### config.mk
export PLATFORM = sky130hd
export DESIGN_NAME = maxpool_blk_flat
export DESIGN_NICKNAME = d
export VERILOG_FILES = /design/src/rtl/maxpool_blk_if.sv /design/src/rtl/maxpool_blk.sv /design/src/flat_wrapper.sv
export SDC_FILE = /design/constraint.sdc
export NUM_CORES = 1
export LEC_CHECK = 0
export ABC_AREA = 1
export BUFFER_PORTS_ARGS = -buffer_cell sky130_fd_sc_hd__buf_4
export CAP_MARGIN = 10
export CORE_MARGIN = 1
export CORE_UTILIZATION = 40
export DETAILED_ROUTE_END_ITERATION = 8
export SETUP_SLACK_MARGIN = 0.15
export SLEW_MARGIN = 20
export SYNTH_ARGS = -nofsm -noshare
export SYNTH_HDL_FRONTEND = slang
export SYNTH_SLANG_ARGS = --single-unit
### constraint.sdc
create_clock -name i_clk -period 9.5 [get_ports i_clk]
set_input_delay 0.475 -clock i_clk [delete_from_list [all_inputs] [get_ports i_clk]]
set_output_delay 0.475 -clock i_clk [all_outputs]
set_load 0.1 [all_outputs]
### src/rtl/maxpool_blk_if.sv
// Sample stream interface for maxpool_blk: conv-side input beats and pooled output beats.
// The master modport is the producer/consumer side; the slave modport is the pooling stage.
interface maxpool_blk_if #(
  parameter int unsigned DATA_WIDTH = 48
);

  logic                         i_en;
  logic signed [DATA_WIDTH-1:0] i_data;
  logic                         o_en;
  logic signed [DATA_WIDTH-1:0] o_data;
  logic                         o_done;

  modport master (
    output i_en,
    output i_data,
    input  o_en,
    input  o_data,
    input  o_done
  );

  modport slave (
    input  i_en,
    input  i_data,
    output o_en,
    output o_data,
    output o_done
  );

endinterface

### src/rtl/maxpool_blk.sv
// Streaming 2x2 / stride-2 max-pool over a raster-order IN_SIZE x IN_SIZE map, using one line buffer.
// Optional MAXPOOL_RELU_EN clamps negative input samples to zero before pooling.
module maxpool_blk #(
  parameter int unsigned IN_SIZE    = 8,
  parameter int unsigned DATA_WIDTH = 48
) (
  input  logic          i_clk,
  input  logic          i_rst,
  maxpool_blk_if.slave  bus
);

  localparam int unsigned HALF     = IN_SIZE / 2;
  localparam int unsigned POOL_LIM = 2 * HALF;
  localparam int unsigned CW       = (IN_SIZE > 2) ? $clog2(IN_SIZE) : 1;
  localparam int unsigned BW       = (HALF > 1) ? $clog2(HALF) : 1;
  localparam bit          ODD_SIZE = (IN_SIZE % 2) != 0;

  localparam logic [CW-1:0] LAST_IDX = CW'(IN_SIZE - 1);
  localparam logic [CW-1:0] LAST_WIN = CW'(POOL_LIM - 1);

  typedef logic signed [DATA_WIDTH-1:0] sample_t;

  function automatic sample_t smax(input sample_t a, input sample_t b);
    return (a > b) ? a : b;
  endfunction

  logic [CW-1:0] row_q, row_d;
  logic [CW-1:0] col_q, col_d;
  sample_t       hold_q, hold_d;
  logic          o_en_q, o_en_d;
  sample_t       o_data_q, o_data_d;
  logic          o_done_q, o_done_d;

  sample_t       line_q [HALF];

  sample_t       sample_c;
  logic          in_win_c;
  logic          last_col_c;
  logic          last_row_c;
  logic [BW-1:0] idx_c;
  logic          buf_we_c;
  sample_t       buf_wd_c;
  sample_t       buf_rd_c;

  // Input conditioning: optional rectification ahead of the window logic.
`ifdef MAXPOOL_RELU_EN
  assign sample_c = bus.i_data[DATA_WIDTH-1] ? '0 : sample_t'(bus.i_data);
`else
  assign sample_c = sample_t'(bus.i_data);
`endif

  assign last_col_c = (col_q == LAST_IDX);
  assign last_row_c = (row_q == LAST_IDX);
  // With an odd side the trailing row/column never completes a window and is dropped.
  assign in_win_c   = !ODD_SIZE || (!last_col_c && !last_row_c);
  assign idx_c      = BW'(col_q >> 1);
  assign buf_rd_c   = line_q[idx_c];

  // Next-state: counters, hold register, line buffer write and pooled output.
  always_comb begin
    row_d    = row_q;
    col_d    = col_q;
    hold_d   = hold_q;
    o_en_d   = 1'b0;
    o_data_d = o_data_q;
    o_done_d = 1'b0;
    buf_we_c = 1'b0;
    buf_wd_c = smax(hold_q, sample_c);

    if (bus.i_en) begin
      if (last_col_c) begin
        col_d = '0;
        row_d = last_row_c ? '0 : CW'(row_q + 1'b1);
      end else begin
        col_d = CW'(col_q + 1'b1);
      end

      if (in_win_c) begin
        unique case ({row_q[0], col_q[0]})
          2'b00: hold_d = sample_c;
          2'b01: buf_we_c = 1'b1;
          2'b10: hold_d = smax(buf_rd_c, sample_c);
          2'b11: begin
            o_en_d   = 1'b1;
            o_data_d = smax(hold_q, sample_c);
            o_done_d = (row_q == LAST_WIN) && (col_q == LAST_WIN);
          end
          default: ;
        endcase
      end
    end
  end

  always_ff @(posedge i_clk) begin
    if (i_rst) begin
      row_q    <= '0;
      col_q    <= '0;
      hold_q   <= '0;
      o_en_q   <= 1'b0;
      o_data_q <= '0;
      o_done_q <= 1'b0;
    end else begin
      row_q    <= row_d;
      col_q    <= col_d;
      hold_q   <= hold_d;
      o_en_q   <= o_en_d;
      o_data_q <= o_data_d;
      o_done_q <= o_done_d;
    end
  end

  // Line buffer of top-row pair maxima; contents are don't-care after reset.
  always_ff @(posedge i_clk) begin
    if (!i_rst && buf_we_c) begin
      line_q[idx_c] <= buf_wd_c;
    end
  end

  assign bus.o_en   = o_en_q;
  assign bus.o_data = o_data_q;
  assign bus.o_done = o_done_q;

endmodule

### src/flat_wrapper.sv
// flat-port wrapper written by rule: the top's interface ports become plain ports
module maxpool_blk_flat 
#(
  parameter int unsigned IN_SIZE    = 8,
  parameter int unsigned DATA_WIDTH = 48
)
  (i_clk, i_rst, bus_i_en, bus_i_data, bus_o_en, bus_o_data, bus_o_done);
  maxpool_blk_if #(.DATA_WIDTH(DATA_WIDTH)) bus_i ();
  input  logic i_clk;
  input  logic i_rst;
  input wire logic [$bits(bus_i.i_en)-1:0] bus_i_en;
  input wire logic [$bits(bus_i.i_data)-1:0] bus_i_data;
  output wire logic [$bits(bus_i.o_en)-1:0] bus_o_en;
  output wire logic [$bits(bus_i.o_data)-1:0] bus_o_data;
  output wire logic [$bits(bus_i.o_done)-1:0] bus_o_done;
  assign bus_i.i_en = bus_i_en;
  assign bus_i.i_data = bus_i_data;
  assign bus_o_en = bus_i.o_en;
  assign bus_o_data = bus_i.o_data;
  assign bus_o_done = bus_i.o_done;
  maxpool_blk #(.IN_SIZE(IN_SIZE), .DATA_WIDTH(DATA_WIDTH)) u_core (.i_clk(i_clk), .i_rst(i_rst), .bus(bus_i));
endmodule
==> results of run 1 <==
worst min path at each step:
stage                                       to  slack, ns  cells after the start
final                          u_core.bus.o_en       0.27                      2
after global routing           u_core.bus.o_en       0.27                      2
after CTS                 u_core.bus.o_data[4]       0.25                      5
after detailed placement     u_core.hold_q[33]       0.48                      2
after global placement         u_core.row_q[2]       0.47                      2
after floorplan                u_core.row_q[1]       0.46                      2
Yosys cell counts (all sizes together):
cell type,n,area share
nor2,40,0.010
nand2,571,0.14
o21a,18,0.0089
ha,100,0.082
a21o,3,0.0015
clkinv,3,0.00074
a211oi,1,0.00049
nand3b,1,0.00049
clkbuf,59,0.015
a32o,1,0.00066
inv,187,0.046
buf,37,0.015
dfxtp,106,0.14
nand3,159,0.053
a21oi,135,0.044
edfxtp,192,0.38
o21ai,13,0.0043
nand4,55,0.023
nor3,8,0.0026
a32oi,47,0.027
nor4,1,0.00041
routing by layer:
metal / up-vias / GRT usage / wire, um
met1: 5676 / 0.289 / 18400
met5: - / 0 / 0
met4: 0 / 0.0571 / 839
li1: 6001 / - / -
met3: 61 / 0.0252 / 2540
met2: 429 / 0.350 / 19000
sequential cells by signal (all words and copies together), names as in the netlist, named ones only:
register           flops
u_core.row_q           3
u_core.bus.o_done      1
u_core.bus.o_en        1
u_core.line_q        192
u_core.bus.o_data     48
u_core.hold_q         48
u_core.col_q           3
cells by family (layout without fill, tap and decap cells):
group / count (synthesis) / after routing
and+or+nand+nor: 835 / 835
AOI/OAI and AO/OA: 218 / 218
buffers and inverters: 286 / 373
adders and majority gates: 100 / 100
DFF: 298 / 298
worst max-delay path: cells and delay by family (launching register included):
kind / cells / cell delay, ns
adder cells (fa/ha/maj): 1 / 0.32
buffers and inverters: 4 / 2.55
AO/OA/AOI/OAI: 2 / 0.47
AND/OR/NAND/NOR: 10 / 1.31
flip-flops: 1 / 0.47
power groups by stage:
stage	sequential [uW]	clock [uW]	combinational, uW
final	1440	1390	427
after global routing	1440	1460	477
after CTS	1440	1420	424
after detailed placement	1470	0	421
after global placement	1470	0	414
after floorplan	1460	0	303
per-stage QoR:
stage / worst slack [ns] / hold WS (ns) / power, uW / cell area [um2] / cells
3_3_place_gp: 4.33 / 0.471 / 1880 / 16300 / 2273
6_report: 4.23 / 0.267 / 3260 / 17500 / 2335
4_1_cts: 4.22 / 0.248 / 3280 / 17500 / 2335
5_1_grt: 3.82 / 0.267 / 3380 / 17500 / 2335
2_1_floorplan: 4.81 / 0.459 / 1770 / 15200 / 1737
3_5_place_dp: 4.23 / 0.477 / 1890 / 16300 / 2273
cell type report:
| type | instances | area, um2 |
|---|---|---|
| repair buffers | 121 | 908 |
| fillers | 3628 | 20000 |
| clock inverters | 17 | 208 |
| multi-input cells | 1153 | 6170 |
| inverters | 190 | 713 |
| flip-flops and latches | 298 | 7890 |
| well taps | 511 | 639 |
| clock buffers | 45 | 976 |
==> reports/results.tsv, run 1 <==
metric	value	unit
status	finished, final reports clean	
numClockSinks	298	
boundaryPins	101	
intPower	2410	uW
die_y	197	um
ant_nets	0	
wl	40700	um
dp_hpwl	25600	um
synthSimpleGateAreaFrac	0.234	
worst_pin_slew	1.06	ns
path_class	register to register	
first_pass_iters	5	
drive_gt1_frac	0.117	
grt_pass1_vias	11600	
antenna_cells	0	
powerDensity	186	mW/mm2
drv_cap	0	
critPathMaxStageDelay	0.82	ns
min_path_type	input pin to register	
fin_crit	5.27	ns
comb_power_share	0.131	
synth_xor_area_frac	0	
p_leak	0.00805	uW
timing_hold_violations_final	0	
grt_usage	0.210	
grt_max_degree	73	
final_max_slew_viol_count	0	
hp-start	i_rst	
synth_top_family_by_area	simple AND/OR/NAND/NOR gates	
timing.fmax	190	MHz
fp-row-count	71	
vias	12200	
postCtsSetupBuffers	0	
worst_setup_path_end_kind	register	
syn2layout_area_growth	15.2	%
yosysUniqueCellTypes	29	
critPathSlowestCell	inv_2	
crit_fanout	57	
die_x	197	um
synth_compound_area_frac	0.0874	
setup-violations-final	0	
path_cells	inv_2 -> buf_4 -> nand2_1 -> a32oi_1 -> ha_1 -> nand2_1 -> nor3_1 -> nand2_1 -> nor2_2 -> nand2_1 -> nand2_1 -> inv_2 -> nand3_2 -> buf_4 -> nand2_1 -> nand3_1 -> a21oi_1	
synthCells	1737	
portBuffers	100	
vias_per_cell	5.21	
r2r_end	u_core.hold_q[42]	
cp-start-kind	register	
setup-tns-final	0	ns
muxShareOfSynthArea	0	
numCtsBuffers	35	
cts-root-buf	clkbuf_16	
ys_ff_latch	298	
drcViolationCount	0	
grt_overflow	0	
wire_per_inst	17.4	um
first_iter_violations	949	
min_period_over_period	0.555	
ir_worst_vdd	0.000117	V
cts_resized	0	
cts_max_level	2	
crit_required	9.94	ns
reg2reg_depth	17	
clockBufferDepth	3	
cp_common_cell	nand2_1	
final_common_cell	nand2_1	
switching_share	0.259	
start_util	0.405	
slew_headroom	0.293	
grt_first_pass_wirelength	63600	um
dieArea	0.0388	mm2
core	0.0375	mm2
skew	0.0130	ns
insertion_delay	0.52	ns
ys_seq_area_frac	0.519	
place_congestion	0.859	
pwr-share-clk	0.426	
fin_util	0.467	
synth_fa_ha_area_frac	0.0824	
arrival	5.71	ns
cts.clk_slew.worst_paths	0.06	ns
rsz0062_at_grt	no	
sequentialPowerShare	0.443	
yosys_warnings	0	
syn_nets	1888	
avgSynthCellArea	8.75	um2
synth_area	0.0152	mm2
cts_tree	done	
final_cell_mix	nand2_1, edfxtp_1, inv_1	
net-switching-power	845	uW
antenna_found_initial	0	
postCtsHoldBufs	0	
finalNetCount	1950	
reg2reg_slack	4.23	ns
cp-endpoint	u_core.hold_q[42]	
Power figures use the tool's default switching activity.
==> inputs of run 2 (changes only) <==
--- a/config.mk
+++ b/config.mk
@@ -5,7 +5,7 @@
 export SDC_FILE = /design/constraint.sdc
 export NUM_CORES = 1
 export LEC_CHECK = 0
-export ABC_AREA = 1
+export ABC_AREA = 0
 export BUFFER_PORTS_ARGS = -buffer_cell sky130_fd_sc_hd__buf_4
 export CAP_MARGIN = 10
 export CORE_MARGIN = 1
==> constraint.sdc (replaced) <==
create_clock -name i_clk -period 4.46 [get_ports i_clk]
set_input_delay 0.223 -clock i_clk [delete_from_list [all_inputs] [get_ports i_clk]]
set_output_delay 0.223 -clock i_clk [all_outputs]
set_load 0.1 [all_outputs]
==> run 2 against run 1 <==
  * Sequential cell count is the same
  * First-iteration DRC count shrank 25%
  * Combinational power rose by 67%
  * Sequential share of layout area up 1.7 points
  * Critical path depth is 5 lower
  * Cell count shrank 26%
  * Total power rose by 110%
  * Non-clock buffer count up 21
  * Critical path type unchanged
  * Maximum frequency increased by 30%
  * Global-route usage down 2.0 points
  * Cell area shrank 3.5%
==> reports/results.tsv, run 2 <==
metric	value	unit	change
numClockSinks	298		unchanged
die_x	190	um	-3.5%
dieArea	0.0361	mm2	-6.8%
yosysTopAreaCellShare	0.408		+0.0280
grt_first_pass_wirelength	53200	um	-16%
drive_gt1_frac	0.224		+0.108
avgSynthCellArea	12.5	um2	+43%
ant_nets	0		unchanged
finalNetCount	1400		-28%
path_class	register to register		
antenna_cells	0		unchanged
ys_seq_area_frac	0.558		+0.0383
numCtsBuffers	34		-2.9%
fin_util	0.486		+0.0195
vias	9334		-23%
grt_usage	0.191		-0.0195
synth_area	0.0141	mm2	-6.9%
start_util	0.408		+0.00233
ys_ff_latch	298		unchanged
clockBufferDepth	3		unchanged
wl	33700	um	-17%
synthCells	1134		-35%
core	0.0347	mm2	-7.4%
min_path_type	input pin to register		
grt_max_degree	97		+33%
setup-tns-final	0	ns	unchanged
boundaryPins	101		unchanged
largest_reg_flops	192		unchanged
drcViolationCount	0		unchanged
fill_cells	3110		-14%
timing_hold_violations_final	0		unchanged
crit_fanout	19		-67%
arrival	4.44	ns	-1.27 ns
reg2reg_slack	0.40	ns	-3.84 ns
portBuffers	100		unchanged
ys.flop_type	edfxtp_1		
synth_most_common_cell	edfxtp_1		
ir_worst_vdd	0.000239	V	+100%
top_register	u_core.line_q		
hp-start	bus_i_data[16]		
min_to	u_core.hold_q[16]		
final_max_slew_viol_count	0		unchanged
skew	0.0123	ns	-0.000666 ns
die_y	190	um	-3.5%
drv_cap	0		unchanged
antenna_found_initial	0		unchanged
syn2layout_area_growth	19.4	%	
fp-row-count	68		-4.2%
yosys.area.top_type	edfxtp_1		
insertion_delay	0.51	ns	about the same
cts_tree	done		
finalPower	6760	uW	+110%
dp_hpwl	21900	um	-15%
r2r_end	u_core.hold_q[22]		
status	finished, final reports clean		
worst_pin_slew	1.03	ns	-0.0342 ns
netlist_top_cells_area	edfxtp_1, dfxtp_1, ha_1, mux4_2, nand2_1		
p_leak	0.00645	uW	-20%
reg2reg_depth	12		-5
grt_pass1_vias	9256		-20%
dp.cells	1648		-27%
fin_crit	4.06	ns	-1.20 ns
syn_nets	1285		-32%
cts_max_level	2		unchanged
min_path_cells	3		+1
min_period_over_period	0.911		+0.357
grt_overflow	0		unchanged
final_cell_mix	edfxtp_1, nand2_1, buf_4		
powerDensity	400	mW/mm2	+120%
synth_edf_count	192		unchanged
timing.fmax	246	MHz	+30%
final_common_cell	edfxtp_1		
ys_async_sr_fraction	0		unchanged
first_iter_violations	714		-25%
rsz0062_at_grt	no		
crit_required	4.84	ns	-5.10 ns
slew_headroom	0.315		+0.0228
place_congestion	0.843		-1.9%
vias_per_cell	5.40		+3.5%
hold_slack	0.0133	ns	-0.254 ns
ys_top_cells_by_count	edfxtp_1, nand2_1, nor2_1, dfxtp_1, ha_1		
cp-start-kind	register		
first_pass_iters	5		unchanged
yosys_warnings	0		unchanged
wire_per_inst	19.5	um	+12%
cts.clk_slew.worst_paths	0.06	ns	about the same
cts-root-buf	clkbuf_16		
worst_setup_path_end_kind	register		
yosysUniqueCellTypes	44		+52%
postCtsSetupBuffers	0		unchanged
setup-violations-final	0		unchanged
stdcell_count	1730		-26%
## run 2: cell types whose count changed after synthesis, moves of 31 or more
cell	before	now
mux4_2	0	48
a32oi_1	47	0
inv_1	183	56
nor2_1	37	112
nand3_1	158	6
o21a_1	18	49
nand2_1	549	127
a21oi_1	135	45
o211ai_1	0	51
## run 2: final cells by class
cell class,instances,area (um2),area share
repair buffers,142,1200,0.0713
flip-flops and latches,298,7890,0.467
clock inverters,12,194,0.0115
inverters,56,210,0.0124
well taps,455,569,0.0337
multi-input cells,717,5800,0.344
clock buffers,50,1010,0.0601
## run 2: cell families after synthesis
logic type,count (synthesis),share of synthesized area
buffers and inverters,119,0.0373
flip-flops,298,0.558
AO/OA/AOI/OAI,183,0.0877
multiplexers,100,0.123
adder cells (fa/ha/maj),100,0.0884
AND/OR/NAND/NOR,334,0.106
## run 2: routing by layer
| metal | vias up | wire, um | GRT usage |
|---|---|---|---|
| li1 | 4492 | - | - |
| met2 | 231 | 16000 | 0.312 |
| met4 | 0 | 588 | 0.0506 |
| met5 | - | 0 | 0 |
| met1 | 4569 | 15500 | 0.266 |
| met3 | 42 | 1630 | 0.0253 |
## run 2: worst max path at each step
stage | start | end | slack [ns] | cells past startpoint
finish | register | u_core.hold_q[22] | 0.40 | 12
global route | register | u_core.hold_q[19] | 0.16 | 12
CTS | register | u_core.hold_q[19] | 0.19 | 12
detailed placement | register | u_core.hold_q[19] | 0.003 | 12
global placement | register | u_core.hold_q[20] | 0.08 | 12
floorplan | register | u_core.hold_q[10] | 0.45 | 14
## run 2: critical path: stages, from the launching register on
cell	delay [ns]
dfxtp_4	0.53
buf_12	0.24
mux4_2	0.57
ha_1	0.33
nand4_1	0.19
nor4_4	0.46
nand4_1	0.17
o311ai_0	0.43
inv_1	0.08
o211ai_1	0.17
and2_4	0.30
buf_4	0.29
o211ai_1	0.14
## run 2: timing repair
item,CTS,global route
setup endpoints to repair,43,43
hold buffers,20,0
hold endpoints to repair,20,0
pin swaps,0,1
gates resized for setup,1,3
## run 2: power by group
group	total [uW]	internal, uW	switching (uW)
logic	711	314	397
registers	3070	3030	39.3
clock network	2980	1870	1100
## run 2: per-stage QoR
stage / instance area (um2) / setup slack (ns)
2_1_floorplan: 14200 / 0.446
3_3_place_gp: 15500 / 0.0815
3_5_place_dp: 15500 / 0.00286
4_1_cts: 16900 / 0.190
5_1_grt: 16900 / 0.165
6_report: 16900 / 0.396
==> inputs of run 3 (changes only) <==
--- a/config.mk
+++ b/config.mk
@@ -5,7 +5,7 @@
 export SDC_FILE = /design/constraint.sdc
 export NUM_CORES = 1
 export LEC_CHECK = 0
-export ABC_AREA = 0
+export ABC_AREA = 1
 export BUFFER_PORTS_ARGS = -buffer_cell sky130_fd_sc_hd__buf_4
 export CAP_MARGIN = 10
 export CORE_MARGIN = 1
==> run 3 against run 2 <==
  * Setup slack gained 0.50 ns
  * Global-route usage up 2.5 points
  * Die area up 7.3%
  * Count of clock-buffer cells in the layout increased by 6
  * Register-to-register slack improved by 0.50 ns
  * Maximum frequency increased by 14%
  * Total power up 0.15%
  * Cell area up 4.0%
  * Cell count up 36%
==> reports/results.tsv, run 3 (synthesized netlist as in run 1, its figures left out) <==
metric	value	unit	change
status	finished, final reports clean		
grt_pass1_vias	12000		+30%
vias	12200		+31%
place_area	0.0164	mm2	+6.4%
setup_slack	0.895	ns	+0.499 ns
skew	0.0125	ns	+0.000171 ns
timing_hold_violations_final	0		unchanged
top_register	u_core.line_q		
fp-row-count	71		+4.4%
first_pass_iters	5		unchanged
intPower	4980	uW	-4.6%
cts_tree	done		
grt_overflow	0		unchanged
insertion_delay	0.51	ns	about the same
sequentialPowerShare	0.453		about the same
first_iter_violations	856		+20%
setup-violations-final	0		unchanged
slew_headroom	0.398		+0.0827
antenna_cells	0		unchanged
fin_util	0.469		-0.0179
wl	41000	um	+22%
path_class	register to register		
ir_worst_vdd	0.000220	V	-7.8%
timing.fmax	280	MHz	+14%
worst_pin_slew	0.901	ns	-0.125 ns
syn2layout_area_growth	15.6	%	
hp-start	bus_i_data[4]		
start_util	0.405		-0.00233
numClockSinks	298		unchanged
vias_per_cell	5.20		-3.6%
drive_gt1_frac	0.120		-0.104
place_congestion	0.815		-3.3%
die_x	197	um	+3.6%
net-switching-power	1790	uW	+16%
crit_required	4.82	ns	-0.02 ns
grt_max_degree	67		-31%
cts-root-buf	clkbuf_16		
postCtsHoldBufs	1		-95%
largest_reg_flops	192		unchanged
clockBufferDepth	3		unchanged
worst_setup_path_end_kind	register		
boundaryPins	101		unchanged
cp-start-kind	register		
drcViolationCount	0		unchanged
switching_share	0.265		+0.0369
dieArea	0.0388	mm2	+7.3%
fin_crit	3.57	ns	-0.499 ns
p_leak	0.00809	uW	+25%
place_ws	0.950	ns	+0.947 ns
core	0.0375	mm2	+8.0%
cts_resized	0		-1
final_common_cell	nand2_1		
fin_area	0.0176	mm2	+4.0%
die_y	197	um	+3.6%
final_max_slew_viol_count	0		unchanged
reg2reg_slack	0.89	ns	+0.50 ns
powerDensity	385	mW/mm2	-3.7%
postCtsSetupBuffers	0		unchanged
antenna_found_initial	0		unchanged
comb_power_share	0.138		+0.033
grt_usage	0.216		+0.0250
portBuffers	100		unchanged
rsz0062_at_grt	no		
setup-tns-final	0	ns	unchanged
grt_first_pass_wirelength	65300	um	+23%
cts.clk_slew.worst_paths	0.06	ns	about the same
crit_fanout	26		+7
dp_hpwl	26700	um	+22%
ant_nets	0		unchanged
cts_max_level	2		unchanged
finalPower	6770	uW	+0.15%
min_period_over_period	0.799		-0.112
arrival	3.93	ns	-0.51 ns
wire_per_inst	17.5	um	-10%
final_cell_mix	nand2_1, edfxtp_1, inv_1		
numCtsBuffers	35		+2.9%
drv_cap	0		unchanged
min_path_type	input pin to register		
pwr-share-clk	0.409		-0.031
finalNetCount	1960		+40%
run 3: changes by cell type in the layout (fill, tap and decap cells not counted), moves of 47 or more:
cell / before / now
o211ai_1: 51 / 0
nand3_1: 5 / 158
a32oi_1: 0 / 47
inv_1: 56 / 183
nor2_1: 111 / 36
nand2_1: 127 / 548
mux4_2: 48 / 0
a21oi_1: 44 / 135
run 3: power groups by stage:
| stage | sequential, uW | clock, uW | combinational, uW |
|---|---|---|---|
| finish | 3070 | 2770 | 935 |
| global route | 3070 | 2930 | 1050 |
| detailed placement | 3120 | 0 | 929 |
| CTS | 3070 | 2830 | 935 |
| floorplan | 3120 | 0 | 645 |
| global placement | 3120 | 0 | 905 |
run 3: cell type report:
type	count	area, um2
fillers	3708	19900
flip-flops and latches	298	7890
multi-input cells	1153	6170
clock buffers	56	1080
repair buffers	131	1040
inverters	190	713
well taps	511	639
clock inverters	7	40.0
run 3: path summary, 6_finish.rpt:
| path | to | cells past startpoint |
|---|---|---|
| worst min-delay path | u_core.bus.o_data[4] | 5 |
| worst max register to register | u_core.hold_q[47] | 19 |
| worst min register to register | u_core.hold_q[0] | 2 |
| worst max-delay path | u_core.hold_q[47] | 19 |
run 3: per-stage QoR:
stage / std cells / hold slack (ns)
5_1_grt: 2346 / 0.0377
3_5_place_dp: 2282 / 0.476
2_1_floorplan: 1737 / 0.411
4_1_cts: 2346 / 0.00505
3_3_place_gp: 2282 / 0.473
6_report: 2346 / 0.0265
run 3: worst max-delay path, cell delays in order (launching register included):
cell     delay (ns)
dfxtp_1        0.30
inv_2          0.18
buf_4          0.32
a21oi_1        0.07
a32oi_1        0.35
ha_1           0.18
nand2_1        0.04
inv_1          0.06
nand3_1        0.10
nor3_1         0.23
nand2_1        0.14
nor2_2         0.12
nand2_1        0.09
nand3_1        0.09
nand2_2        0.33
nand3_2        0.18
buf_4          0.33
nand2_1        0.09
nand3_1        0.08
a21oi_1        0.07
run 3: layer usage:
layer	track usage	share of wire	up-vias	routed length (um)
met5	0	0	-	0
met4	0.0703	0.027	0	1100
met3	0.0301	0.057	67	2340
met2	0.363	0.47	340	19300
met1	0.286	0.45	5766	18300
li1	-	-	6024	-
